[src/rtl/alu_bitscan_pkg.sv]
// Shared encodings for the bit-scan unit: operation modes and FSM states.
package alu_bitscan_pkg;

  typedef enum logic [1:0] {
    BS_CLZ = 2'b00,
    BS_CLO = 2'b01,
    BS_CTZ = 2'b10,
    BS_POP = 2'b11
  } bs_mode_e;

  typedef enum logic [1:0] {
    BS_IDLE = 2'b00,
    BS_SCAN = 2'b01,
    BS_DONE = 2'b10
  } bs_state_e;

endpackage

[src/rtl/alu_bitscan_chunk.sv]
// Combinational per-chunk analysis: nonzero flag, leading-zero count and popcount.
module alu_bitscan_chunk #(
  parameter int STEP = 4,
  parameter int CW   = $clog2(STEP + 1)
) (
  input  logic [STEP-1:0] chunk_i,
  output logic            nz_o,
  output logic [CW-1:0]   lz_o,
  output logic [CW-1:0]   pc_o
);

  always_comb begin
    nz_o = |chunk_i;
    lz_o = CW'(STEP);
    pc_o = '0;
    // Ascending walk: the highest set bit is the last one to overwrite lz_o.
    for (int i = 0; i < STEP; i++) begin
      pc_o = pc_o + CW'(chunk_i[i]);
      if (chunk_i[i]) lz_o = CW'(STEP - 1 - i);
    end
  end

endmodule

[src/rtl/alu_bitscan.sv]
// Multi-cycle CLZ/CLO/CTZ/POPCNT unit scanning STEP bits per cycle, MSB chunk first,
// with the valid/ready/end handshake shared by the other multi-cycle EX units.
module alu_bitscan
  import alu_bitscan_pkg::*;
#(
  parameter int WIDTH = 32,
  parameter int STEP  = 4,
  parameter int RES_W = 32
) (
  input  logic             clk,
  input  logic             rst,
  input  logic             valid_i,
  input  logic [1:0]       mode_i,
  input  logic [WIDTH-1:0] opdata_i,
  input  logic             flush_i,
  input  logic             end_i,
  output logic             busy_o,
  output logic             ready_o,
  output logic [RES_W-1:0] result_o
);

  localparam int NCH = WIDTH / STEP;
  localparam int AW  = $clog2(WIDTH + 1);
  localparam int CW  = $clog2(STEP + 1);
  localparam int IW  = (NCH > 1) ? $clog2(NCH) : 1;

  bs_state_e        state_q, state_d;
  logic [IW-1:0]    idx_q, idx_d;
  logic [AW-1:0]    acc_q, acc_d;
  logic [WIDTH-1:0] op_q, op_d;
  logic             pop_q, pop_d;

  logic [WIDTH-1:0] norm;
  logic [STEP-1:0]  chunk;
  logic             ch_nz;
  logic [CW-1:0]    ch_lz, ch_pc;
  logic             accept, last;

  // CLO and CTZ are folded into "count leading zeros" at accept time.
  always_comb begin
    norm = opdata_i;
    case (mode_i)
      BS_CLO:  norm = ~opdata_i;
      BS_CTZ:  for (int i = 0; i < WIDTH; i++) norm[i] = opdata_i[WIDTH-1-i];
      default: norm = opdata_i;
    endcase
  end

  // The operand shifts left after each chunk, so the current chunk is always the top STEP bits.
  assign chunk = op_q[WIDTH-1 -: STEP];

  alu_bitscan_chunk #(
    .STEP (STEP),
    .CW   (CW)
  ) u_chunk (
    .chunk_i (chunk),
    .nz_o    (ch_nz),
    .lz_o    (ch_lz),
    .pc_o    (ch_pc)
  );

  assign accept = valid_i && !flush_i &&
                  ((state_q == BS_IDLE) || ((state_q == BS_DONE) && end_i));
  assign last   = (idx_q == IW'(NCH - 1));

  always_comb begin
    state_d = state_q;
    idx_d   = idx_q;
    acc_d   = acc_q;
    op_d    = op_q;
    pop_d   = pop_q;
    if (accept) begin
      state_d = BS_SCAN;
      idx_d   = '0;
      acc_d   = '0;
      op_d    = norm;
      pop_d   = (mode_i == BS_POP);
    end else begin
      case (state_q)
        BS_SCAN: begin
          if (flush_i) begin
            state_d = BS_IDLE;
            acc_d   = '0;
          end else if (pop_q) begin
            acc_d = acc_q + AW'(ch_pc);
            if (last) state_d = BS_DONE;
            else begin
              idx_d = idx_q + IW'(1);
              op_d  = op_q << STEP;
            end
          end else if (ch_nz) begin
            acc_d   = acc_q + AW'(ch_lz);
            state_d = BS_DONE;
          end else begin
            acc_d = acc_q + AW'(STEP);
            if (last) state_d = BS_DONE;
            else begin
              idx_d = idx_q + IW'(1);
              op_d  = op_q << STEP;
            end
          end
        end
        BS_DONE: begin
          if (flush_i) begin
            state_d = BS_IDLE;
            acc_d   = '0;
          end else if (end_i) begin
            state_d = BS_IDLE;
          end
        end
        BS_IDLE: state_d = BS_IDLE;
        default: state_d = BS_IDLE;
      endcase
    end
  end

  always_ff @(posedge clk) begin
    if (rst) begin
      state_q <= BS_IDLE;
      idx_q   <= '0;
      acc_q   <= '0;
      op_q    <= '0;
      pop_q   <= 1'b0;
    end else begin
      state_q <= state_d;
      idx_q   <= idx_d;
      acc_q   <= acc_d;
      op_q    <= op_d;
      pop_q   <= pop_d;
    end
  end

  assign busy_o   = (state_q == BS_SCAN);
  assign ready_o  = (state_q == BS_DONE);
  assign result_o = RES_W'(acc_q);

endmodule

[config.mk]
export PLATFORM = sky130hd
export DESIGN_NAME = alu_bitscan
export DESIGN_NICKNAME = d
export VERILOG_FILES = /design/src/rtl/alu_bitscan_pkg.sv /design/src/rtl/alu_bitscan_chunk.sv /design/src/rtl/alu_bitscan.sv
export SDC_FILE = /design/constraint.sdc
export NUM_CORES = 1
export LEC_CHECK = 0
export ABC_AREA = 0
export CORE_ASPECT_RATIO = 0.5
export CORE_MARGIN = 4
export CORE_UTILIZATION = 53
export CTS_CLUSTER_DIAMETER = 100
export DETAILED_ROUTE_END_ITERATION = 8
export HOLD_SLACK_MARGIN = 0.1
export MAX_ROUTING_LAYER = met4
export PLACE_DENSITY = 0.92
export SYNTH_ARGS = -nofsm -noshare
export SYNTH_HDL_FRONTEND = slang
export SYNTH_HIERARCHICAL = 1
export SYNTH_SLANG_ARGS = --single-unit
[constraint.sdc]
create_clock -name clk -period 3.37 [get_ports clk]
set_clock_uncertainty 0.2 [all_clocks]
set_input_delay 0.8425 -clock clk [delete_from_list [all_inputs] [get_ports clk]]
set_output_delay 0.8425 -clock clk [all_outputs]
set_load 0.01 [all_outputs]
**Word-level counts from Yosys, hierarchy flattened**

Cells that the tools add are included.
Widths: inputs -> output; s select.

- Register bits: 44
- Logic and storage cells: 67
- Input port bits: 39
- Output and inout bits: 34

- Equality and inequality tests: 12
- Mux-type cells: 27
- Reductions and logical operators: 13
- Bitwise operators: 2
- Add/sub/neg operators: 7

Operators by type and width:

| kind | number |
|---|---|
| $mux 32 | 6 |
| $pmux 32 s2 | 1 |
| $not 32->32 | 1 |
| $mux 6 | 4 |
| $mux 3 | 7 |
| $add 6x3->6 | 2 |
| $mux 2 | 6 |
| $pmux 6 s2 | 1 |
| $add 3x1->3 | 2 |
| $add 6x3->6 const B | 1 |
| $eq 2x2->1 const B | 3 |
| $reduce_and 3->1 | 2 |
| $eq 2x1->1 const B | 2 |
| $ne 2x2->1 const B | 2 |
| $ne 4x3->1 const B | 1 |
| $pmux 2 s2 | 1 |
| $reduce_bool 2->1 | 2 |
| $reduce_or 4->1 | 1 |
| $add 3x1->3 const B | 1 |
| $eq 3x3->1 const B | 1 |
| $logic_and 1x1->1 | 3 |
| $ne 3x2->1 const B | 1 |
| $ne 3x3->1 const B | 1 |
| $add 1x1->2 | 1 |
| other kinds (8) | 8 |

**Longest topological paths before layout**

- Word-level depth: 9
- Gate-level depth with buffers: 10
- Depth with buffers taken out: 10

**Hierarchy**

Netlist, hierarchy kept.

By module, submodules not included:

| module | instances | area an instance (um^2) | cells an instance |
|---|---|---|---|
| alu_bitscan | 1 | 3464.6 | 426 |
| alu_bitscan_chunk | 1 | 132.6 | 15 |

**Worst setup path before layout**

No wires, ideal clock.

- Path type: register to register
- Start point: register op_q[28]
- End point: register acc_q[4]
- Required time: 3.058 ns
- Path buffers: 0
- Setup time: 0.112 ns
- Setup slack: 0.508 ns
- Stages on the path, launching flop included: 11
- Arrival time: 2.550 ns
- Cells stage by stage: dfxtp_1 > inv_1 > fa_1 > inv_1 > ha_1 > ha_1 > fa_1 > a21oi_1 > o22ai_1 > a21o_1 > a2111oi_1

- Elaborated cells between the ends (all ways): 14
- Classes of those cells: 5 x add/sub; 8 x mux; 1 x reduce/logical

RTL lines:

| element | line | source |
|---|---|---|
| start: declaration | alu_bitscan.sv:30 | `logic [WIDTH-1:0] op_q, op_d;` |
| start signal: assignment | alu_bitscan.sv:128 | `op_q <= op_d;` |
| $add 1x1->2 | alu_bitscan_chunk.sv:18 | `pc_o = pc_o + CW'(chunk_i[i]);` |
| $add 3x1->3 (2 in a row) | alu_bitscan_chunk.sv:18 |  |
| net ch_pc[1] | alu_bitscan.sv:36 | `logic [CW-1:0] ch_lz, ch_pc;` |
| $add 6x3->6 | alu_bitscan.sv:85 | `acc_d = acc_q + AW'(ch_pc);` |
| $mux 6 | alu_bitscan.sv:84 | `end else if (pop_q) begin` |
| $mux 6 | alu_bitscan.sv:81 | `if (flush_i) begin` |
| $pmux 6 s2 | alu_bitscan.sv:79 | `case (state_q)` |
| end signal: assignment | alu_bitscan.sv:121 | `acc_q <= '0;` |
| end signal: assignment | alu_bitscan.sv:127 | `acc_q <= acc_d;` |
| end: declaration | alu_bitscan.sv:29 | `logic [AW-1:0] acc_q, acc_d;` |

The timed path passes the listed nets, and every way through them passes these cells.
A chain may end at the register's enable or synchronous reset.

**Final worst setup path**

- Start point: register op_q[28]
- End point: register acc_q[3]

The elaborated chain is that of the path after synthesis.

==> flow_summary_export.csv <==
group,metric,value,unit
status,status,"completed",
synth,synth_cells,441,
detailed_routing,drc_errors,0,
critical_path,cp-end-kind,"flop",
detailed_routing,first_pass_iters,4,
placement,gp_congestion,0.928,
global_route,antenna_found_initial,0,
synth,synth-main-ff-cell,"dfxtp_1",
global_route,grt_max_degree,65,
global_route,grt.total_usage,20.3,%
global_route,grt_pass1_vias,2851,
clock_tree,cts_hold_buf,0,
placement,dp.final_hpwl,5680,um
timing,finalCritPeriodShare,90.0,%
final_layout,nets,529,
pwr,leakagePower,1.49,nW
timing,setup-tns-final,0,ns
flow_run,drv_cap,0,
synth,syn_avg_cell_area,8.16,um^2
pwr,powerDensity,355,nW/um^2
critical_path,cp.arrival,3.02,ns
floorplanning,coreArea,6310,um^2
synth,netlist_area,3600,um^2
global_route,grt_pass1_wl,13600,um
timing,slew_viol_final,0,
floorplanning,fp-row-count,20,
timing,worst_pin_slew,0.551,ns
hold_path,hp-class,"reg -> reg",
clock_tree,cts_resized,0,
critical_path,cp-start-kind,"flop",
detailed_routing,wl_per_cell,14.7,um
synth,synth-edff-count,0,
synth,ys_types,52,
timing,min_period,3.03,ns
detailed_routing,met2WireLength,3830,um
clock_tree,clk_latency,0.28,ns
floorplanning,start_util,57.0,%
clock_tree,clkTransAtPathRegs,0.06,ns
critical_path,critical_path_class,"reg -> reg",
timing,fmax,330,MHz
critical_path,cp.required,3.35,ns
critical_path,cp_max_fo,3,
timing,hold_viol,0,
clock_tree,cts_buffers,5,
synth,async_reset_ff_share,0,%
detailed_routing,route.met3.wl,519,um
detailed_routing,wl,8200,um
floorplanning,die_x,125,um
global_route,grt-ovfl-total,0,
synth,yosys_warnings,6,
detailed_routing,num_vias,3202,
final_layout,area_growth,15.2,%
detailed_routing,ant_nets,0,
placement,io_buffers,46,
clock_tree,h-tree-depth,2,
synth,synth_seq_cells,44,
final_layout,final_util,65.7,%
floorplanning,fp.dieArea,8250,um^2
synth,yosysSeqAreaShare,24.5,%
clock_tree,post_cts_buffers,0,
detailed_routing,routed.top_layer,"met4",
clock_tree,tritoncts,"built",
detailed_routing,met1Wirelength,3740,um
final_layout,n_antenna_cell,0,
clock_tree,cts-root-buf,"clkbuf_16",
pwr,peakVddDrop,214,uV
timing,rsz0062_at_grt,"false",
timing,relSlewSlack,63.2,%
final_layout,drive_above_1_share,14.1,%
detailed_routing,routed_via_density,5.76,
timing,setup_viol,0,
floorplanning,ios,73,
clock_tree,cts.sinks,44,
detailed_routing,drt_iter0_drc,315,
floorplanning,die_h,66.3,um
clock_tree,clockBufferDepth,2,
cells by family (layout without fill, tap and decap cells):
| family | count (synthesis) | in the layout | share of synthesized area (%) |
|---|---|---|---|
| compound gates | 132 | 132 | 30.2 |
| xor+xnor | 3 | 3 | 0.731 |
| flops | 44 | 44 | 24.5 |
| fa+ha+maj | 23 | 23 | 8.63 |
| simple gates | 157 | 157 | 22.4 |
| other cells | 1 | 26 | 0.104 |
| mux | 3 | 3 | 0.835 |
| buf+inv | 78 | 80 | 12.6 |
final timing paths:
check	endpoint	start	cells after the start	slack, ns
worst min-delay path	op_q[2]$_SDFFE_PP0P_	op_q[2]$_SDFFE_PP0P_	2	0.26
worst max-delay path	acc_q[3]$_SDFFE_PP0P_	op_q[28]$_SDFFE_PP0P_	10	0.34
worst min register to register	op_q[2]$_SDFFE_PP0P_	op_q[2]$_SDFFE_PP0P_	2	0.26
worst max register to register	acc_q[3]$_SDFFE_PP0P_	op_q[28]$_SDFFE_PP0P_	10	0.34
cell usage after synthesis, drive strengths merged, types with 2 or more instances:
cell type	instances	area [um^2]
inv	17	63.8
nand2b	32	208
nor3	4	25.0
a22oi	2	15.0
a221oi	5	43.8
nand3	8	45.0
dfxtp	44	881
o21ba	2	20.0
and3	2	12.5
a21boi	3	22.5
o21ai	4	20.0
nor2b	2	20.0
or3	2	12.5
a211o	4	35.0
buf	45	330
a21o	3	22.5
a21oi	40	200
nor3b	2	15.0
clkbuf	16	60.1
o31a	2	17.5
a31oi	2	12.5
a211oi	32	240
fa	3	60.1
ha	20	250
a311oi	28	395
xnor2	3	26.3
nor2	7	26.3
mux2i	3	30.0
nand2	92	395
metal layers:
layer	up-vias	track usage [%]
met5	-	-
met4	0	7.24
met3	10	3.15
met2	113	32.7
met1	1503	26.3
li1	1576	-
flip-flops by register name, summed over array words and instances (netlist names):
name	count
op_q	32
acc_q	6
idx_q	3
state_q	2
pop_q	1
placed cells by master (no fill, tap or decap), drive strengths merged, types with 3 or more instances in the layout:
cell and count:
a311oi 28, mux2i 3, o21ai 4, a21o 3, dfxtp 44, a211o 4
nand2b 32, a211oi 32, a21boi 3, clkdlybuf4s50 46, a221oi 5, nand2 92
fa 3, xnor2 3, nor2 7, buf 9, ha 20, clkbuf 5
nand3 8, a21oi 40, inv 17, nor3 4, conb 26
metrics by stage:
step                hold slack (ns)  area [um^2]  power (mW)  setup slack, ns  std cells
finish                        0.264         4140        1.47            0.336        556
global placement              0.247         3980       0.910            0.451        548
global route                  0.279         4140        1.54            0.135        556
CTS                           0.265         4140        1.47            0.340        556
floorplan                     0.240         3690       0.840            0.508        466
detailed placement            0.255         3980       0.920            0.351        548
power by group:
| group | internal [mW] | leakage, nW | switching [mW] |
|---|---|---|---|
| Combinational | 0.151 | 1.05 | 0.189 |
| Sequential | 0.550 | 0.360 | 0.0247 |
| Clock | 0.348 | 0.0798 | 0.208 |
worst max-delay path, stage by stage, from the launching register on:
cell	delay [ns]
dfxtp_1	0.36
inv_1	0.10
fa_1	0.54
inv_1	0.04
ha_1	0.17
ha_1	0.33
ha_1	0.28
and3_1	0.19
o31a_1	0.32
o211a_1	0.12
nor4_1	0.27
area by class of cell:
type                       count  area, um^2
clock buffer                   5         125
clock inverter                 3        42.5
fill                         507        2160
inverter                      17        63.8
multi-input combinational    344        2360
sequential                    44         881
tap                           88         110
timing repair buffer          55         566
No activity file was read; power rests on OpenSTA's default activity.
